File: config.mk
export PLATFORM = sky130hd
export DESIGN_NAME = mux_rr_arbiter
export DESIGN_NICKNAME = d
export VERILOG_FILES = /design/src/rtl/arb_pkg.sv /design/src/rtl/behav_mux.sv /design/src/rtl/mux_rr_arbiter.sv
export SDC_FILE = /design/constraint.sdc
export NUM_CORES = 1
export LEC_CHECK = 0
export CAP_MARGIN = 15
export CORE_UTILIZATION = 48
export DETAILED_ROUTE_END_ITERATION = 6
export PLACE_DENSITY = 0.87
export SLEW_MARGIN = 20
export SYNTH_ARGS = -nofsm -noshare
export SYNTH_HDL_FRONTEND = slang
export SYNTH_SLANG_ARGS = --single-unit
File: constraint.sdc
create_clock -name CLK -period 2.45 [get_ports CLK]
set_input_delay 0.49 -clock CLK [delete_from_list [all_inputs] [get_ports CLK]]
set_output_delay 0.49 -clock CLK [all_outputs]
set_load 0.05 [all_outputs]
File: src/rtl/arb_pkg.sv
// Shared encodings for the two-requester round-robin output arbiter.
package arb_pkg;

   typedef enum logic [1:0] {
      IDLE  = 2'd0,
      GNT_X = 2'd1,
      GNT_Y = 2'd2
   } arb_state_t;

   localparam logic SEL_X = 1'b0;
   localparam logic SEL_Y = 1'b1;

endpackage

File: src/rtl/behav_mux.sv
// Plain 2-to-1 data selector: sel = 0 passes a, sel = 1 passes b.
module behav_mux #(
   parameter int WIDTH = 2
) (
   input  logic [WIDTH-1:0] a,
   input  logic [WIDTH-1:0] b,
   input  logic             sel,
   output logic [WIDTH-1:0] y
);

   assign y = sel ? b : a;

endmodule

File: src/rtl/mux_rr_arbiter.sv
// Round-robin burst arbiter sharing one registered valid/ready output between
// requesters X and Y; the grant rotates after BURST beats or when valid drops.
//
// state | meaning
// IDLE  | no grant held; arbitrate next edge, tie goes to the one not served last
// GNT_X | X owns the output slot until BURST beats or XV drops
// GNT_Y | Y owns the output slot until BURST beats or YV drops
module mux_rr_arbiter
   import arb_pkg::*;
#(
   parameter int WIDTH = 2,
   parameter int BURST = 4
) (
   input  logic             CLK,
   input  logic             RST,
   input  logic [WIDTH-1:0] X,
   input  logic             XV,
   output logic             XR,
   input  logic [WIDTH-1:0] Y,
   input  logic             YV,
   output logic             YR,
   output logic [WIDTH-1:0] O,
   output logic             OV,
   input  logic             OR,
   output logic             S
);

   localparam logic [3:0] BURST_CNT = 4'(BURST);

   arb_state_t       state, state_n;
   logic             last, last_n;
   logic [3:0]       cnt, cnt_n;
   logic [3:0]       cnt_inc;
   logic             ld;
   logic             take_x, take_y, xfer;
   logic [WIDTH-1:0] mux_out;

   assign ld      = !OV || OR;
   assign S       = (state == GNT_Y) ? SEL_Y : SEL_X;
   assign XR      = ld && (state == GNT_X);
   assign YR      = ld && (state == GNT_Y);
   assign take_x  = XV && XR;
   assign take_y  = YV && YR;
   assign xfer    = take_x || take_y;
   assign cnt_inc = cnt + 4'd1;

   behav_mux #(.WIDTH(WIDTH)) u_mux (
      .a   (X),
      .b   (Y),
      .sel (S),
      .y   (mux_out)
   );

   always_ff @(posedge CLK or posedge RST) begin
      if (RST) begin
         state <= IDLE;
         last  <= SEL_Y;
         cnt   <= 4'd0;
      end else begin
         state <= state_n;
         last  <= last_n;
         cnt   <= cnt_n;
      end
   end

   always_comb begin
      state_n = state;
      last_n  = last;
      cnt_n   = cnt;
      case (state)
         IDLE: begin
            if (XV && YV)
               state_n = (last == SEL_X) ? GNT_Y : GNT_X;
            else if (XV)
               state_n = GNT_X;
            else if (YV)
               state_n = GNT_Y;
         end
         GNT_X: begin
            if (!XV || (take_x && cnt_inc == BURST_CNT)) begin
               last_n  = SEL_X;
               cnt_n   = 4'd0;
               state_n = YV ? GNT_Y : IDLE;
            end else if (take_x) begin
               cnt_n = cnt_inc;
            end
         end
         GNT_Y: begin
            if (!YV || (take_y && cnt_inc == BURST_CNT)) begin
               last_n  = SEL_Y;
               cnt_n   = 4'd0;
               state_n = XV ? GNT_X : IDLE;
            end else if (take_y) begin
               cnt_n = cnt_inc;
            end
         end
         default: state_n = IDLE;
      endcase
   end

   // A new beat may overwrite O in the same cycle the old one is consumed.
   always_ff @(posedge CLK or posedge RST) begin
      if (RST) begin
         O  <= '0;
         OV <= 1'b0;
      end else if (xfer) begin
         O  <= mux_out;
         OV <= 1'b1;
      end else if (OV && OR) begin
         OV <= 1'b0;
      end
   end

endmodule

Word level (Yosys, flattened, before mapping)
Cells that the tools add are included.

Word-level logic and storage cells: 56. Output and inout port bits: 6. Input bits: 9. Bits in registers: 10.

Equality and inequality tests: 8. Muxes and demuxes: 21. Reductions and logical operators: 21. Add/sub/neg operators: 1.

Operators by type and width (number): $mux 2 (8); $mux 4 (4); $reduce_and 3->1 (3); $logic_and 1x1->1 (8); $pmux 4 s2 (1); $mux 1 (6); $ne 3x2->1 const B (2); $pmux 2 s3 (1); $add 4x1->4 const B (1); $eq 4x3->1 const B (1); $logic_or 1x1->1 (4); $ne 2x1->1 const B (2); $ne 4x4->1 const B (1); $reduce_bool 2->1 (2); $logic_not 1->1 (3); $eq 2x1->1 const B (1); $eq 2x2->1 const B (1); $logic_not 2->1 (1); $pmux 1 s2 (1).

Logic depth before layout (Yosys ltp)
Gate-level depths: netlist of run 1.

Depth in word-level cells: 8. Depth in mapped cells: 8.

Cells and area by module
A second synthesis of run 1 with hierarchy kept.

Cells, all modules: 67. Area, all modules: 686.9 um^2.

By module, submodules not included: mux_rr_arbiter (cells an instance 65, instances 1, area an instance 664.4 um^2); behav_mux (cells an instance 2, instances 1, area an instance 22.5 um^2).

Worst setup path after synthesis of run 1
No wires, ideal clock.

Path type: register to register. Start: register state[0]. End: register cnt[2]. Library setup time: 0.126 ns. Data required time: 2.324 ns. Cell stages (with the launch flop): 8. Path buffers: 1. Arrival time: 2.003 ns. Path slack: 0.321 ns. Path through: dfrtp_1 inv_1 ha_1 buf_6 mux2_4 a31oi_1 nor4b_1 a221o_1.

Longest elaborated chain between the ends: 7.

Ends and longest elaborated chain: from (decl) (RTL line mux_rr_arbiter.sv:30) `arb_state_t state, state_n;`; from (signal assigned) (RTL line mux_rr_arbiter.sv:60) `state <= state_n;`; $eq 2x2->1 or $eq 2x1->1 (tied branches) (RTL line mux_rr_arbiter.sv:41, mux_rr_arbiter.sv:70, mux_rr_arbiter.sv:40); $logic_and 1x1->1 (on tied branches) (RTL line mux_rr_arbiter.sv:41, mux_rr_arbiter.sv:40); $logic_and 1x1->1 (on tied branches) (RTL line mux_rr_arbiter.sv:43, mux_rr_arbiter.sv:42); $logic_and 1x1->1 (on tied branches) (RTL line mux_rr_arbiter.sv:89, mux_rr_arbiter.sv:80); $logic_or 1x1->1 (on tied branches) (RTL line mux_rr_arbiter.sv:89, mux_rr_arbiter.sv:80); $ne 3x2->1 (no line), or another cell as far along; $reduce_and 3->1 (no line) or $pmux 4 s2 (tied branches); to (signal assigned) (RTL line mux_rr_arbiter.sv:62) `cnt <= cnt_n;`; to (decl) (RTL line mux_rr_arbiter.sv:32) `logic [3:0] cnt, cnt_n;`.

Parallel ways exist; a longest one is shown, timed or not. A chain may end at the register's enable or synchronous reset.

Worst setup path after layout of run 1
Start: input OR. End: output YR.

Longest elaborated chain between the ends: 2.

Ends and longest elaborated chain: from (decl) (RTL line mux_rr_arbiter.sv:24) `input logic OR,`; $logic_or 1x1->1 (RTL line mux_rr_arbiter.sv:38) `assign ld = !OV || OR;`; $logic_and 1x1->1 (RTL line mux_rr_arbiter.sv:41) `assign YR = ld && (state == GNT_Y);`; to (decl) (RTL line mux_rr_arbiter.sv:21) `output logic YR,`.

Every way passes these cells.

==> results.toml, run 1 <==
[clock_tree]
cts_made_buffers = 3
h-tree-depth = 1
cts_hold_buf = 0
path_clk_slew_ns = 0.07
cts_tree = "built"
cts-root-buf = "clkbuf_4"
cts_setup_buffers = 0
clk_latency_ns = 0.27
post_cts_resized = 0
clock_path_buffers = 2
clock-sinks = 10

[placement]
placed_cell_area_sq_um = 862
port_buffers = 14
gp_congestion = 0.844
dpl.hpwl_um = 1110
post-place-cells = 98

[routing]
wl_met3_um = 44
ant_nets = 0
wl_met2_um = 737
m1WireLength_um = 669
highest_layer = "met4"
drt_iter0_drc = 9
drc = 0
routedWlPerCell_um = 14.5
totalWireLength_um = 1480
routed_via_density = 5.63
num_vias = 574
firstDrtPassIters = 4

[timing]
holdWs_ns = 0.501
min_period_ns = 2.11
hold_violations = 0
tightest_slew_ns = 0.507
rsz0062_at_grt = "false"
max_slew_margin_pct = 66.1
min_period_over_period_pct = 85.9
setup_viol = 0
clock.fmax_mhz = 475
fin_setup_tns_ns = 0
skew_ns = 0.00145
drv_slew = 0

[yosys]
synth-edff-count = 0
synth_top_area_share_pct = 32.1
synth_cells = 71
yosysWarningCount = 0
synth-seq-cells = 10
synth_area_leader_cell = "dfrtp_1"
ys_async_sr_fraction_pct = 100
seq_area_frac_synth_pct = 35.8
ys.flop_type = "dfrtp_1"
synth_area_per_cell_sq_um = 9.89
netlist_area_sq_um = 702
syn_nets = 86
ys_top_cells_by_area = "dfrtp_1 (32%), ha_1 (11%), mux2_4 (4.3%), dfstp_2 (3.7%), a21oi_1 (3.6%)"
ys_types = 31

[floorplanning]
die_y_um = 40.2
core-area_sq_um = 1330
row_count = 13
die_x_um = 40.2
die-area_sq_um = 1620
ios = 15
start_util_pct = 52.6

[global_routing]
grtUsageTotal_pct = 22.9
grt_max_degree = 11
grt_pass1_vias = 519
antenna_found_initial = 0
grt_first_pass_wirelength_um = 2260
grt_overflow = 0

[setup_path]
r2r_slack_ns = 0.44
path_max_fanout = 8
startpoint_type = "input port"
cp-startpoint = "OR"
reg2reg_depth = 6
rr_endpoint = "cnt[2]"
r2r-start = "state[0]"
cp-end-kind = "output port"
worstSetupPathType = "in2out"
critical_path_required_ns = 1.96
critPathArrivalTime_ns = 1.62

[cells_and_area]
antennaDiodeCount = 0
finalNonFillerCells = 102
final_area_sq_um = 898
drive_gt1_share_pct = 16.1
syn_to_final_growth_pct = 28.0
fin_nets = 103

[job]
maxCapViolations = 0

[power]
leakage_uw = 0.000399
cellPowerDensity_nw_per_um2 = 1410
vdd_ir_drop_max_v = 0.000699

[outcome]
status = "completed"

[min_path]
min_path_type = "in2async"
-- synth_stat cells, types with 2 or more instances --
library cell and count:
a21o_1 2, a21oi_1 5, a31oi_1 2, and2_1 2, dfrtp_1 9, ha_1 6, inv_1 4, mux2_4 2
mux2i_1 2, nand2_1 6, nand2b_1 3, nand3_1 2, nor2_1 3, nor3_1 2, nor3b_1 2, o21ai_0 4
-- worst max path at each step --
stage	endpoint	slack, ns	cells past startpoint
after global routing	YR	0.25	4
final	YR	0.34	4
after CTS	YR	0.34	4
after floorplan	cnt[2]	0.32	7
after global placement	state[1]	0.29	6
after detailed placement	state[1]	0.24	6
-- placed cells by master, fill, tap and decap left out, drive strengths merged, types with 4 or more instances in the layout --
cell type / synthesis / routed
a21oi: 5 / 5
nand2: 6 / 6
o21ai: 5 / 5
dfrtp: 9 / 9
clkdlybuf4s50: 0 / 11
clkbuf: 0 / 4
ha: 6 / 6
inv: 4 / 4
-- logic make-up after synthesis --
group,Yosys count,synth area share (%)
mux,4,7.13
compound gates,20,21.6
flops,10,35.8
simple gates,25,20.3
buf+inv,6,4.45
fa+ha+maj,6,10.7
-- worst max-delay path, stage by stage --
cell             delay [ns]
clkdlybuf4s50_1        0.45
nand2b_1               0.30
and2_1                 0.23
buf_12                 0.14
-- state kept, by name (all words and copies together) (netlist names) --
register / cells
state: 2
last: 1
OV: 1
cnt: 4
O: 2
-- stage by stage --
stage	util (%)	total power (uW)	worst slack (ns)
3_5_place_dp	64.6	1120	0.242
2_1_floorplan	-	902	0.321
3_3_place_gp	64.6	1090	0.287
4_1_cts	67.4	1270	0.339
6_report	67.4	1270	0.345
5_1_grt	67.4	1360	0.247
-- area by class of cell --
class / count / area (sq um)
fillers: 117 / 435
flip-flops and latches: 10 / 251
inverters: 4 / 15.0
repair buffers: 14 / 158
multi-input cells: 55 / 419
well taps: 15 / 18.8
clock buffers: 4 / 36.3
-- routing by layer --
layer  vias to the layer above  GRT usage (%)
met1                       272           25.2
met2                         9           37.9
met4                         0           10.0
li1                        289              -
met5                         -              0
met3                         4           10.0
-- power by group --
part	switching [uW]	leakage, uW	total (uW)	internal (uW)
clock	63.4	0.0000210	154	90.3
combinational	449	0.000259	781	332
sequential	80.7	0.000119	333	253
(Power assumes the default switching activity.)
==> run 2, diff against run 1 <==
--- a/config.mk
+++ b/config.mk
@@ -5,7 +5,7 @@
 export SDC_FILE = /design/constraint.sdc
 export NUM_CORES = 1
 export LEC_CHECK = 0
-export CAP_MARGIN = 15
+export CAP_MARGIN = 10
 export CORE_UTILIZATION = 48
 export DETAILED_ROUTE_END_ITERATION = 6
 export PLACE_DENSITY = 0.87
==> results of run 2 <==
The final DEF is identical to that of run 1; final timing and power are the same.
==> variant: new RTL, config.mk and constraints of run 1 <==
Register the inputs `X`, `XV`, `Y`, `YV` and `OR` before use. The logic sees them one clock later.
--- a/src/rtl/mux_rr_arbiter.sv
+++ b/src/rtl/mux_rr_arbiter.sv
@@ -27,6 +27,20 @@
 
    localparam logic [3:0] BURST_CNT = 4'(BURST);
 
+   logic [WIDTH-1:0] X_q;
+   logic XV_q;
+   logic [WIDTH-1:0] Y_q;
+   logic YV_q;
+   logic OR_q;
+
+   always_ff @(posedge CLK) begin
+      X_q  <= X;
+      XV_q <= XV;
+      Y_q  <= Y;
+      YV_q <= YV;
+      OR_q <= OR;
+   end
+
    arb_state_t       state, state_n;
    logic             last, last_n;
    logic [3:0]       cnt, cnt_n;
@@ -35,18 +49,18 @@
    logic             take_x, take_y, xfer;
    logic [WIDTH-1:0] mux_out;
 
-   assign ld      = !OV || OR;
+   assign ld      = !OV || OR_q;
    assign S       = (state == GNT_Y) ? SEL_Y : SEL_X;
    assign XR      = ld && (state == GNT_X);
    assign YR      = ld && (state == GNT_Y);
-   assign take_x  = XV && XR;
-   assign take_y  = YV && YR;
+   assign take_x  = XV_q && XR;
+   assign take_y  = YV_q && YR;
    assign xfer    = take_x || take_y;
    assign cnt_inc = cnt + 4'd1;
 
    behav_mux #(.WIDTH(WIDTH)) u_mux (
-      .a   (X),
-      .b   (Y),
+      .a   (X_q),
+      .b   (Y_q),
       .sel (S),
       .y   (mux_out)
    );
@@ -69,27 +83,27 @@
       cnt_n   = cnt;
       case (state)
          IDLE: begin
-            if (XV && YV)
+            if (XV_q && YV_q)
                state_n = (last == SEL_X) ? GNT_Y : GNT_X;
-            else if (XV)
+            else if (XV_q)
                state_n = GNT_X;
-            else if (YV)
+            else if (YV_q)
                state_n = GNT_Y;
          end
          GNT_X: begin
-            if (!XV || (take_x && cnt_inc == BURST_CNT)) begin
+            if (!XV_q || (take_x && cnt_inc == BURST_CNT)) begin
                last_n  = SEL_X;
                cnt_n   = 4'd0;
-               state_n = YV ? GNT_Y : IDLE;
+               state_n = YV_q ? GNT_Y : IDLE;
             end else if (take_x) begin
                cnt_n = cnt_inc;
             end
          end
          GNT_Y: begin
-            if (!YV || (take_y && cnt_inc == BURST_CNT)) begin
+            if (!YV_q || (take_y && cnt_inc == BURST_CNT)) begin
                last_n  = SEL_Y;
                cnt_n   = 4'd0;
-               state_n = XV ? GNT_X : IDLE;
+               state_n = XV_q ? GNT_X : IDLE;
             end else if (take_y) begin
                cnt_n = cnt_inc;
             end
@@ -106,7 +120,7 @@
       end else if (xfer) begin
          O  <= mux_out;
          OV <= 1'b1;
-      end else if (OV && OR) begin
+      end else if (OV && OR_q) begin
          OV <= 1'b0;
       end
    end
Formal check against the unedited RTL: not equivalent (Yosys sat finds a counterexample within 4 cycles, from zero or initial values and one cycle with RST high).
==> variant against run 1 <==
- sequential cell count rose by 7
- count of clock-buffer cells in the layout unchanged
- design area increased by 16%
- synthesized cell count is 17% higher
- synthesized area rose by 22%
- wire length is 5.3% higher
- total power fell by 0.94%
- worst setup slack improved by 0.022 ns
- largest cell class unchanged
- highest routed layer unchanged
==> variant: results (changes against run 1) <==
* Max VDD drop at 0.786 mV (+12%)
* Fillers at 111 (-5.1%)
* H-tree depth at 1 (unchanged)
* Sequential area share after synthesis at 45.6% (+9.7 points)
* DR vias/cell at 5.12 (-9.0%)
* CP Data Arrival Time at 1.59 ns (-0.03 ns)
* First-pass DRT Iterations at 3 (-1)
* Leakage power at 0.468 nW (+17%)
* Status: complete, no violations
* Clk_lat worst skew at 0.30 ns (+0.03 ns)
* Top cells by area, synth: dfrtp_1 (26%), dfxtp_1 (16%), ha_1 (8.7%)
* GRT Util Overall at 19.5% (-3.4 points)
* Clk_skew at 0.00639 ns (+0.00494 ns)
* WL final at 1560 um (+5.3%)
* Synth cell count leaders: dfrtp_1 (9), nand2_1 (9), dfxtp_1 (7)
* Reg with most FFs: cnt
* Worst-path clk slew at 0.10 ns (+0.03 ns)
* PD cells at 1210 mW/mm^2 (-15%)
* Post-DP HPWL at 1200 um (+8.2%)
* Yosys cell types at 35 (+13%)
* Async SR Flop Fraction at 58.8% (-41 points)
* Synth Net Count at 98 (+14%)
* Critical path fanouts, max at 9 (+1)
* Tightest Pin Transition at 0.500 ns (-0.00656 ns)
* First-pass GRT wire length at 2690 um (+19%)
* Fraction of layout cells with a size suffix above 1 at 19.0% (+2.9 points)
-- variant: cell types whose count changed after synthesis, sizes merged, moves of 2 or more --
cell           run 1  this run
inv                4         6
mux2i              2         4
nor2b              1         3
dfxtp              0         7
a21o               2         0
o211ai             0         2
a31oi              2         0
nor3               2         0
nand2              6         9
nand3              2         0
-- variant: cells by family after synthesis --
family          after synthesis  synth area share [%]
compound gates               18                  15.4
simple gates                 30                  20.4
fa+ha+maj                     6                  8.73
flops                        17                  45.6
buf+inv                       7                  3.49
mux                           5                  6.40
-- variant: metal layers --
layer	vias up	part of all wire [%]	wire length, um	track usage [%]
met2	14	52	813	34.7
li1	315	-	-	-
met1	303	43	671	22.4
met3	3	2.8	43	3.67
met5	-	0	0	0
met4	0	2.1	32	9.09
-- variant: metrics by stage --
stage	setup WS, ns	instances	power [W]
floorplan	0.342	83	0.000939
global placement	0.682	120	0.00108
detailed placement	0.573	120	0.00110
CTS	0.369	124	0.00126
global route	0.270	124	0.00134
finish	0.366	124	0.00126
-- variant: power breakdown --
group / internal, W / switching, W
logic: 0.000263 / 0.000416
registers: 0.000359 / 0.0000660
clock network: 0.0000634 / 0.0000888
total: 0.000686 / 0.000571
-- variant: worst max-delay path, stage by stage, from the launching register on --
cell and delay [ns]:
dfrtp_1 0.41, inv_1 0.11, ha_1 0.38, and2_1 0.20, buf_4 0.20
-- variant: path summary, 6_finish.rpt --
kind | start | end | slack, ns | depth (start not counted)
setup / recovery | state[0] | YR | 0.37 | 4
hold / removal | RST | cnt[2] | 0.46 | 2
setup reg to reg | state[0] | cnt[2] | 0.52 | 7
hold reg to reg | X_q[0] | O[0] | 0.54 | 2
max in group asynchronous | RST | last | 1.67 | 2
min in group CLK | X_q[0] | O[0] | 0.54 | 2
-- variant: final cells by class --
class,count,share of cell area [%]
inverters,6,2.16
well taps,24,2.88
multi-input cells,59,42.1
clock buffers,4,2.52
flip-flops and latches,17,37.6
repair buffers,14,12.7
